<file path="config.mk">
export PLATFORM = sky130hd
export DESIGN_NAME = adc_spi_sampler
export DESIGN_NICKNAME = d
export VERILOG_FILES = /design/src/rtl/adc_spi_sampler.sv
export SDC_FILE = /design/constraint.sdc
export NUM_CORES = 1
export LEC_CHECK = 0
export ABC_AREA = 1
export CORE_MARGIN = 3
export CORE_UTILIZATION = 45
export CTS_CLUSTER_DIAMETER = 40
export CTS_CLUSTER_SIZE = 16
export DETAILED_ROUTE_END_ITERATION = 12
export PLACE_DENSITY_LB_ADDON = 0.05
export SLEW_MARGIN = 30
export SYNTH_ARGS = -nofsm -noshare
export SYNTH_HDL_FRONTEND = slang
export SYNTH_SLANG_ARGS = --single-unit
</file>
<file path="constraint.sdc">
create_clock -name clk_i -period 1.7 [get_ports clk_i]
set_input_delay 0.51 -clock clk_i [delete_from_list [all_inputs] [get_ports clk_i]]
set_output_delay 0.51 -clock clk_i [all_outputs]
set_load 0.01 [all_outputs]
</file>
<file path="src/rtl/adc_spi_sampler.sv">
`default_nettype none
// ============================================================================
// adc_spi_sampler : multi-channel SPI sampler for AD7476A-class ADCs sharing
// one SCLK/CS_N. Optional lead-bit check: ADC_SPI_SAMPLER_LEAD_CHECK_EN.
// Revision 1.0
// ============================================================================
module adc_spi_sampler #(
  parameter int CLK_DIV        = 5,
  parameter int NUM_CHANNELS   = 2,
  parameter int FRAME_BITS     = 16,
  parameter int LEAD_BITS      = 4,
  parameter int DATA_BITS      = 12,
  parameter int T_CS_CYCLES    = 1,
  parameter int T_QUIET_CYCLES = 9,
  parameter int PERIOD_W       = 16
) (
  input  logic                              clk_i,
  input  logic                              rst_i,
  input  logic                              request_i,
  input  logic                              continuous_i,
  input  logic [PERIOD_W-1:0]               period_i,
  output logic                              busy_o,
  output logic [NUM_CHANNELS*DATA_BITS-1:0] data_o,
  output logic                              data_valid_o,
  output logic                              frame_error_o,
  output logic                              sclk_o,
  output logic                              cs_n_o,
  input  logic [NUM_CHANNELS-1:0]           sdata_i
);

  localparam int LOW_CYCLES = CLK_DIV / 2;
  localparam int CNT_MAX_A  = (T_CS_CYCLES > T_QUIET_CYCLES) ? T_CS_CYCLES : T_QUIET_CYCLES;
  localparam int CNT_MAX    = (CNT_MAX_A > CLK_DIV) ? CNT_MAX_A : CLK_DIV;
  localparam int CNT_W      = $clog2(CNT_MAX + 1);
  localparam int BIT_W      = $clog2(FRAME_BITS + 1);
  localparam int DATA_W     = NUM_CHANNELS * DATA_BITS;

  localparam logic [CNT_W-1:0] C_CS_LAST    = CNT_W'(T_CS_CYCLES - 1);
  localparam logic [CNT_W-1:0] C_QUIET_LAST = CNT_W'(T_QUIET_CYCLES - 1);
  localparam logic [CNT_W-1:0] C_DIV_LAST   = CNT_W'(CLK_DIV - 1);
  localparam logic [CNT_W-1:0] C_RISE_PHASE = CNT_W'(LOW_CYCLES - 1);
  localparam logic [CNT_W-1:0] C_LOW        = CNT_W'(LOW_CYCLES);
  localparam logic [BIT_W-1:0] C_BIT_LAST   = BIT_W'(FRAME_BITS - 1);
  localparam logic [BIT_W-1:0] C_DATA_FIRST = BIT_W'(LEAD_BITS);
  localparam logic [BIT_W-1:0] C_DATA_END   = BIT_W'(LEAD_BITS + DATA_BITS);

  typedef enum logic [2:0] {
    S_IDLE     = 3'd0,
    S_CS_SETUP = 3'd1,
    S_SHIFT    = 3'd2,
    S_QUIET    = 3'd3,
    S_STROBE   = 3'd4
  } state_t;

  state_t                                 state_q, state_d;
  logic [CNT_W-1:0]                       cnt_q, cnt_d;
  logic [BIT_W-1:0]                       bit_q, bit_d;
  logic [PERIOD_W-1:0]                    period_cnt_q, period_cnt_d;
  logic [NUM_CHANNELS-1:0][DATA_BITS-1:0] shreg_q, shreg_d;
  logic [DATA_W-1:0]                      data_q, data_d;
  logic                                   cs_n_q, cs_n_d;
  logic                                   sclk_q, sclk_d;
  logic                                   valid_q, valid_d;
  logic                                   busy_q, busy_d;
  logic                                   start;
  logic                                   rise;

  assign start = request_i | (continuous_i & (period_cnt_q == '0));
  // Last low-phase cycle of an SCLK period: the next edge raises SCLK and samples.
  assign rise  = (state_q == S_SHIFT) && (cnt_q == C_RISE_PHASE);

  always_comb begin
    state_d      = state_q;
    cnt_d        = cnt_q;
    bit_d        = bit_q;
    shreg_d      = shreg_q;
    period_cnt_d = (period_cnt_q != '0) ? period_cnt_q - 1'b1 : '0;

    unique case (state_q)
      S_IDLE, S_STROBE: begin
        if (start) begin
          state_d      = S_CS_SETUP;
          cnt_d        = '0;
          period_cnt_d = (period_i != '0) ? period_i - 1'b1 : '0;
        end else begin
          state_d = S_IDLE;
        end
      end
      S_CS_SETUP: begin
        if (cnt_q == C_CS_LAST) begin
          state_d = S_SHIFT;
          cnt_d   = '0;
          bit_d   = '0;
        end else begin
          cnt_d = cnt_q + 1'b1;
        end
      end
      S_SHIFT: begin
        if (cnt_q == C_DIV_LAST) begin
          cnt_d = '0;
          if (bit_q == C_BIT_LAST) state_d = S_QUIET;
          else                     bit_d   = bit_q + 1'b1;
        end else begin
          cnt_d = cnt_q + 1'b1;
        end
        if (rise && (bit_q >= C_DATA_FIRST) && (bit_q < C_DATA_END)) begin
          for (int k = 0; k < NUM_CHANNELS; k++) begin
            shreg_d[k] = (shreg_q[k] << 1) | DATA_BITS'(sdata_i[k]);
          end
        end
      end
      S_QUIET: begin
        if (cnt_q == C_QUIET_LAST) begin
          state_d = S_STROBE;
          cnt_d   = '0;
        end else begin
          cnt_d = cnt_q + 1'b1;
        end
      end
      default: state_d = S_IDLE;
    endcase

    // Outputs are decoded from the next state so the registered pins line up with it.
    cs_n_d  = !((state_d == S_CS_SETUP) || (state_d == S_SHIFT));
    sclk_d  = !((state_d == S_SHIFT) && (cnt_d < C_LOW));
    valid_d = (state_d == S_STROBE);
    busy_d  = (state_d != S_IDLE);
    data_d  = (state_d == S_STROBE) ? shreg_q : data_q;
  end

  always_ff @(posedge clk_i) begin
    if (rst_i) begin
      state_q      <= S_IDLE;
      cnt_q        <= '0;
      bit_q        <= '0;
      period_cnt_q <= '0;
      shreg_q      <= '0;
      data_q       <= '0;
      cs_n_q       <= 1'b1;
      sclk_q       <= 1'b1;
      valid_q      <= 1'b0;
      busy_q       <= 1'b0;
    end else begin
      state_q      <= state_d;
      cnt_q        <= cnt_d;
      bit_q        <= bit_d;
      period_cnt_q <= period_cnt_d;
      shreg_q      <= shreg_d;
      data_q       <= data_d;
      cs_n_q       <= cs_n_d;
      sclk_q       <= sclk_d;
      valid_q      <= valid_d;
      busy_q       <= busy_d;
    end
  end

`ifdef ADC_SPI_SAMPLER_LEAD_CHECK_EN
  logic lead_seen_q, lead_seen_d;
  logic frame_error_q, frame_error_d;

  always_comb begin
    lead_seen_d   = lead_seen_q;
    frame_error_d = frame_error_q;
    if (((state_q == S_IDLE) || (state_q == S_STROBE)) && start) begin
      lead_seen_d = 1'b0;
    end else if (rise && (bit_q < C_DATA_FIRST)) begin
      lead_seen_d = lead_seen_q | (|sdata_i);
    end
    if (state_d == S_STROBE) frame_error_d = lead_seen_q;
  end

  always_ff @(posedge clk_i) begin
    if (rst_i) begin
      lead_seen_q   <= 1'b0;
      frame_error_q <= 1'b0;
    end else begin
      lead_seen_q   <= lead_seen_d;
      frame_error_q <= frame_error_d;
    end
  end

  assign frame_error_o = frame_error_q;
`else
  assign frame_error_o = 1'b0;
`endif

  assign cs_n_o       = cs_n_q;
  assign sclk_o       = sclk_q;
  assign data_valid_o = valid_q;
  assign busy_o       = busy_q;
  assign data_o       = data_q;

endmodule

`default_nettype wire

</file>
==> results of run 1 <==
flip-flops by register name (all words and copies together), names as in the netlist:
name and count:
state_q 3, cnt_q 4, busy_o 1, bit_q 5, data_valid_o 1, shreg_q 24, cs_n_o 1, period_cnt_q 16
data_o 24, sclk_o 1
placed cells by master (no fill, tap or decap), types with 2 or more instances in the layout:
cell and count:
nor2_1 134, dfxtp_1 79, nand2_1 58, buf_4 55
o21ai_0 52, nand3_1 37, inv_1 35, dlygate4sd2_1 28
a21oi_1 25, nor2_2 19, nand4_1 16, xor2_1 11
dlymetal6s2s_1 11, clkdlybuf4s50_1 10, clkbuf_8 9, xnor2_1 6
nor3_1 5, inv_2 5, nand2_2 5, ha_1 5
nand3_2 3, o21ai_1 3, nor2_4 3, nand2_4 3
inv_8 3, o21ai_2 2, nor3b_1 2, a211oi_1 2
a21oi_2 2, nand3b_1 2, a21o_1 2, ha_2 2
ha_4 2, clkinv_4 2, buf_12 2
final timing paths:
kind                           to        start  slack, ps  depth (start not counted)
setup / recovery  period_cnt_q[5]  period_i[3]         80                          8
setup reg to reg         bit_q[1]     bit_q[1]        120                          8
hold / removal        shreg_q[11]  shreg_q[11]        490                          2
hold reg to reg       shreg_q[11]  shreg_q[11]        490                          2
power groups by stage:
| stage | registers (W) | clock network, W | logic (W) |
|---|---|---|---|
| finish | 0.00212 | 0.00149 | 0.00147 |
| CTS | 0.00212 | 0.00152 | 0.00140 |
| global route | 0.00214 | 0.00161 | 0.00167 |
| detailed placement | 0.00216 | 0 | 0.00140 |
| floorplan | 0.00215 | 0 | 0.000983 |
| global placement | 0.00216 | 0 | 0.00137 |
area by class of cell:
class                      instances  area share (%)
timing repair buffer             107            18.0
inverter                          40            2.85
sequential                        80            30.4
tap                              105            2.49
clock buffer                       9            2.35
multi-input combinational        415            42.3
clock inverter                     7            1.68
through the flow:
| step | setup TNS [ps] | cells | util [%] | hold WS [ps] |
|---|---|---|---|---|
| 2_1_floorplan | 0 | 556 | - | 456 |
| 3_3_place_gp | -5740 | 742 | 58.3 | 463 |
| 3_5_place_dp | -6040 | 742 | 58.3 | 473 |
| 4_1_cts | 0 | 758 | 60.6 | 490 |
| 5_1_grt | -45.7 | 763 | 62.9 | 527 |
| 6_report | 0 | 763 | 62.9 | 486 |
repair_timing:
| action | 4_1_cts | 5_1_grt |
|---|---|---|
| gates resized for setup | 33 | 47 |
| setup endpoints to repair | 37 | 39 |
| buffers inserted | 0 | 3 |
| hold buffers | 0 | 0 |
| cloned | 0 | 2 |
| pin swaps | 1 | 15 |
Yosys cell counts, drive strengths merged:
cell	count
a211oi	3
a21boi	1
a21o	2
a21oi	27
a31o	1
and2	1
buf	14
clkbuf	9
conb	1
dfxtp	80
ha	9
inv	40
nand2	66
nand3	40
nand3b	2
nand4	16
nor2	156
nor3	7
nor3b	3
o21ai	57
o21bai	1
or2	1
xnor2	7
xor2	12
metal layers:
metal	track usage, %	vias to the layer above	wire [µm]	share of wire [%]
li1	-	2007	-	-
met1	28.7	1735	4770	49
met2	30.3	65	4490	46
met3	3.09	18	269	2.8
met4	7.46	2	193	2.0
met5	0	-	13	0.13
tightest hold or removal path: cells and delay by family, from the launching register on:
family	cells	cell delay [ps]
flops	1	330
simple gates	2	120
logic make-up after synthesis:
group	synth area share, %
other	0.0949
xor gates and xnor gates	4.21
AOI/OAI and AO/OA	12.6
and+or+nand+nor	32.8
buffers and inverters	6.87
DFF	40.5
adders and majority gates	2.85
==> flow_summary.yaml, run 1 <==
sta:
  finalClockSkew_ps: 9.40
  finalHoldViolations: 0
  rsz0062_at_grt: "yes"
  final-setup-viol-count: 0
  max_freq_mhz: 617
  period_needed_ps: 1620
  fin_ws_ps: 79.8
  fin_crit_sh_pct: 95.3
  finalMaxSlewViolations: 0
critical_path:
  worstPathRequired_ps: 1990
  max_stage_delay_ps: 480
  cp_slowest_cell: "clkdlybuf4s50_1"
  critPathKind: "primary input to register"
  path_cells: "clkdlybuf4s50_1, nor2_1, inv_1, nor2_4, buf_4, xor2_1, nand4_1, a21oi_1"
  path_buf_inv: 3
  path_max_fanout: 3
  arrival_ps: 1910
  endpoint_kind: "register"
  worstSetupStartpointType: "primary input"
  cpLargestDelayFamily: "buffers and inverters"
power:
  ir_worst_vdd_uv: 558
  finalPower_w: 0.00508
  p_comb_share_pct: 29.0
  p_leak_nw: 2.53
  p_clk_share_pct: 29.2
  p_sw_w: 0.00175
  internal_power_w: 0.00334
  switching_share_pct: 34.4
  pwr-share-seq_pct: 41.8
  p_per_area_nw_per_um2: 964
global_routing:
  grtUsageTotal_pct: 20.0
  grt_max_degree: 34
  antenna_found_initial: 1
  overflow: 0
  grt_pass1_vias: 3557
  grt_pass1_wl_mm: 16.4
cts:
  clk_path_buf_depth: 2
  cts_tree: "yes"
  cts.htree.levels: 3
  clkTransAtPathRegs_ps: 90
  cts_buffers: 9
  cts.sink_count: 80
  cts_root_buf: "clkbuf_8"
  clk_latency_ps: 350
outcome:
  outcome: "finished, final reports clean"
die:
  rows: 33
  dieArea_um2: 9940
  core-area_um2: 8380
  pin_count: 51
  fp.dieH_um: 99.7
  die_width_um: 99.7
  start_util_pct: 47.1
routing:
  vias_per_cell: 5.02
  ant_nets: 0
  num_vias: 3827
  detail_route.wl_per_cell_um: 12.8
  drc: 0
  dr.pass1.iters: 4
  drt-initial-drc-count: 118
  wirelength_mm: 9.74
synth:
  syn-instance-count: 556
  ys_seq_elements: 80
  synth.distinct_cells: 38
  synth_top_cell_by_area: "dfxtp_1"
  yosys.area.top_type_share_pct: 40.5
  synth_warnings: 0
  syn_avg_cell_area_um2: 7.11
  synth_nets: 587
  yosysSeqAreaShare_pct: 40.5
  syn_area_um2: 3950
  yosys-top-cells-area: "dfxtp_1 (41%), nor2_1 (14%), o21ai_0 (6.7%)"
cells_and_area:
  synthToLayoutAreaGrowth_pct: 33.5
  design_area_um2: 5280
  nets: 684
  drive_above_1_share_pct: 20.1
  multiInputGateArea_um2: 2230
  diodes: 0
  seq_area_um2: 1600
  fillers: 764
placed_design:
  place_congestion: 0.945
  io_buffers: 49
  placed_area_um2: 4890
  dp_hpwl_mm: 6.94
  dp_slack_ps: -429
job:
  maxCapViolations: 0
worst_hold_path:
  hold_class: "register to register"
(Power assumes the default switching activity.)
==> inputs of run 2 (changes only) <==
--- a/config.mk
+++ b/config.mk
@@ -8,11 +8,12 @@
 export ABC_AREA = 1
 export CORE_MARGIN = 3
 export CORE_UTILIZATION = 45
+export CTS_BUF_LIST = sky130_fd_sc_hd__clkbuf_8
 export CTS_CLUSTER_DIAMETER = 40
 export CTS_CLUSTER_SIZE = 16
 export DETAILED_ROUTE_END_ITERATION = 12
 export PLACE_DENSITY_LB_ADDON = 0.05
-export SLEW_MARGIN = 30
+export SLEW_MARGIN = 40
 export SYNTH_ARGS = -nofsm -noshare
 export SYNTH_HDL_FRONTEND = slang
 export SYNTH_SLANG_ARGS = --single-unit
==> results of run 2 <==
No change in the layout: final DEF, timing and power equal those of run 1.
==> inputs of run 3 (changes only) <==
==> constraint.sdc (replaced) <==
create_clock -name clk_i -period 1.9 [get_ports clk_i]
set_input_delay 0.57 -clock clk_i [delete_from_list [all_inputs] [get_ports clk_i]]
set_output_delay 0.57 -clock clk_i [all_outputs]
set_load 0.01 [all_outputs]
==> run 3 against run 2 <==
Effect of this change:
- final cell count shrank 3.5%
- critical endpoint is now data_o[11]
- power shrank 13%
- core utilization shrank 4.1 points
==> flow_summary.yaml, run 3 (synthesis gave the netlist of run 1 again) <==
cells_and_area:
  drive_above_1_share_pct: 11.7
  mostFrequentLayoutCells: "nor2_1 (147), dfxtp_1 (80), nand2_1 (63), o21ai_0 (53), clkdlybuf4s50_1 (49)"
  diodes: 0
  layout_commonest_cell: "nor2_1"
  nets: 657
  synthToLayoutAreaGrowth_pct: 24.7
  fillers: 774
  layout.cells.non_filler: 736
  fin_util_pct: 58.8
sta:
  finalHoldViolations: 0
  finalMaxSlewViolations: 0
  fin_ws_ps: 66.9
  worst_pin_slew_ps: 540
  finalClockSkew_ps: 17.7
  relSlewSlack_pct: 63.9
  fin_crit_sh_pct: 96.5
  period_needed_ps: 1830
  final-setup-viol-count: 0
  max_freq_mhz: 546
global_routing:
  grt_pass1_wl_mm: 15.9
  antenna_found_initial: 0
  overflow: 0
  grtUsageTotal_pct: 19.4
  grt_max_degree: 34
  grt_pass1_vias: 3466
outcome:
  outcome: "finished, final reports clean"
critical_path:
  max_stage_delay_ps: 550
  endpoint_kind: "primary output"
  worstPathRequired_ps: 1330
  path_max_fanout: 2
  path_buf_inv: 1
  worstSetupStartpointType: "register"
  rrSetupSlack_ps: 190
  ff2ff_path_depth: 7
  critPathKind: "register to primary output"
  cp_slowest_cell: "clkdlybuf4s50_1"
  arrival_ps: 1260
  cpLargestDelayFamily: "buffers and inverters"
  reg2reg_from: "period_cnt_q[0]"
  r2r-end: "period_cnt_q[15]"
  path_cells: "clkdlybuf4s50_1"
worst_hold_path:
  hold_depth: 2
  min-delay-start: "bit_q[4]"
  hold_class: "register to register"
  holdPathEnd: "bit_q[4]"
placed_design:
  dp_slack_ps: -279
  place_congestion: 0.948
  dp_cells: 720
  dp_hpwl_mm: 6.90
  io_buffers: 49
cts:
  cts.htree.levels: 3
  clkTransAtPathRegs_ps: 100
  clk_path_buf_depth: 2
  clk_latency_ps: 360
  cts.sink_count: 80
  cts_buffers: 9
  cts_tree: "yes"
  cts_hold_buf: 0
  cts_root_buf: "clkbuf_8"
die:
  die_width_um: 99.7
  rows: 33
  dieArea_um2: 9940
  start_util_pct: 47.1
  pin_count: 51
  core-area_um2: 8380
  fp.dieH_um: 99.7
routing:
  num_vias: 3674
  dr.pass1.iters: 4
  drc: 0
  vias_per_cell: 4.99
  wirelength_mm: 9.30
  ant_nets: 0
  detail_route.wl_per_cell_um: 12.6
  drt-initial-drc-count: 131
job:
  maxCapViolations: 0
power:
  ir_worst_vdd_uv: 432
  p_leak_nw: 2.15
  p_per_area_nw_per_um2: 893
  finalPower_w: 0.00440
==> run 3: report_power, final <==
part	leakage, nW	internal, W	switching (W)
logic	1.40	0.000474	0.000713
clock network	0.103	0.000632	0.000675
registers	0.649	0.00179	0.000111
==> run 3: timing repair <==
item	CTS	global route
hold endpoints to repair	0	0
endpoints found under the setup margin	0	10
resized for setup	0	3
buffers inserted	0	0
==> run 3: final cells by class <==
cell class	instances	area, µm²	area share [%]
tap	105	131	2.67
inverter	40	150	3.05
timing repair buffer	82	754	15.3
clock buffer	9	124	2.51
multi-input combinational	413	2080	42.3
clock inverter	7	83.8	1.70
sequential	80	1600	32.5
==> run 3: routing by layer <==
layer / routed length, µm / global-route usage (%)
met5: 0 / 0
met4: 135 / 7.56
met3: 379 / 3.58
met2: 4180 / 29.7
met1: 4610 / 26.9
==> run 3: stage by stage <==
stage,TNS [ps],area [µm²],hold WS (ps)
global route,-36.5,4930,529
detailed placement,-3340,4710,482
global placement,-3100,4710,466
finish,0,4930,494
CTS,0,4920,496
floorplan,0,3950,456
==> run 3: worst min-delay path, cell delays in order (launching register included) <==
cell and delay (ps):
dfxtp_1 330, inv_1 70, a21oi_1 60
==> run 3: how the worst max path moves through the flow <==
stage | end | start | slack, ps | cells past startpoint
after floorplan | period_cnt_q[0] | period_i[0] | 290 | 8
after global placement | period_cnt_q[1] | period_i[0] | -250 | 9
after detailed placement | period_cnt_q[1] | period_i[0] | -280 | 9
after CTS | data_o[11] | data_o[11] | 50 | 1
after global routing | period_cnt_q[5] | period_i[0] | -20 | 9
final | data_o[11] | data_o[11] | 70 | 1
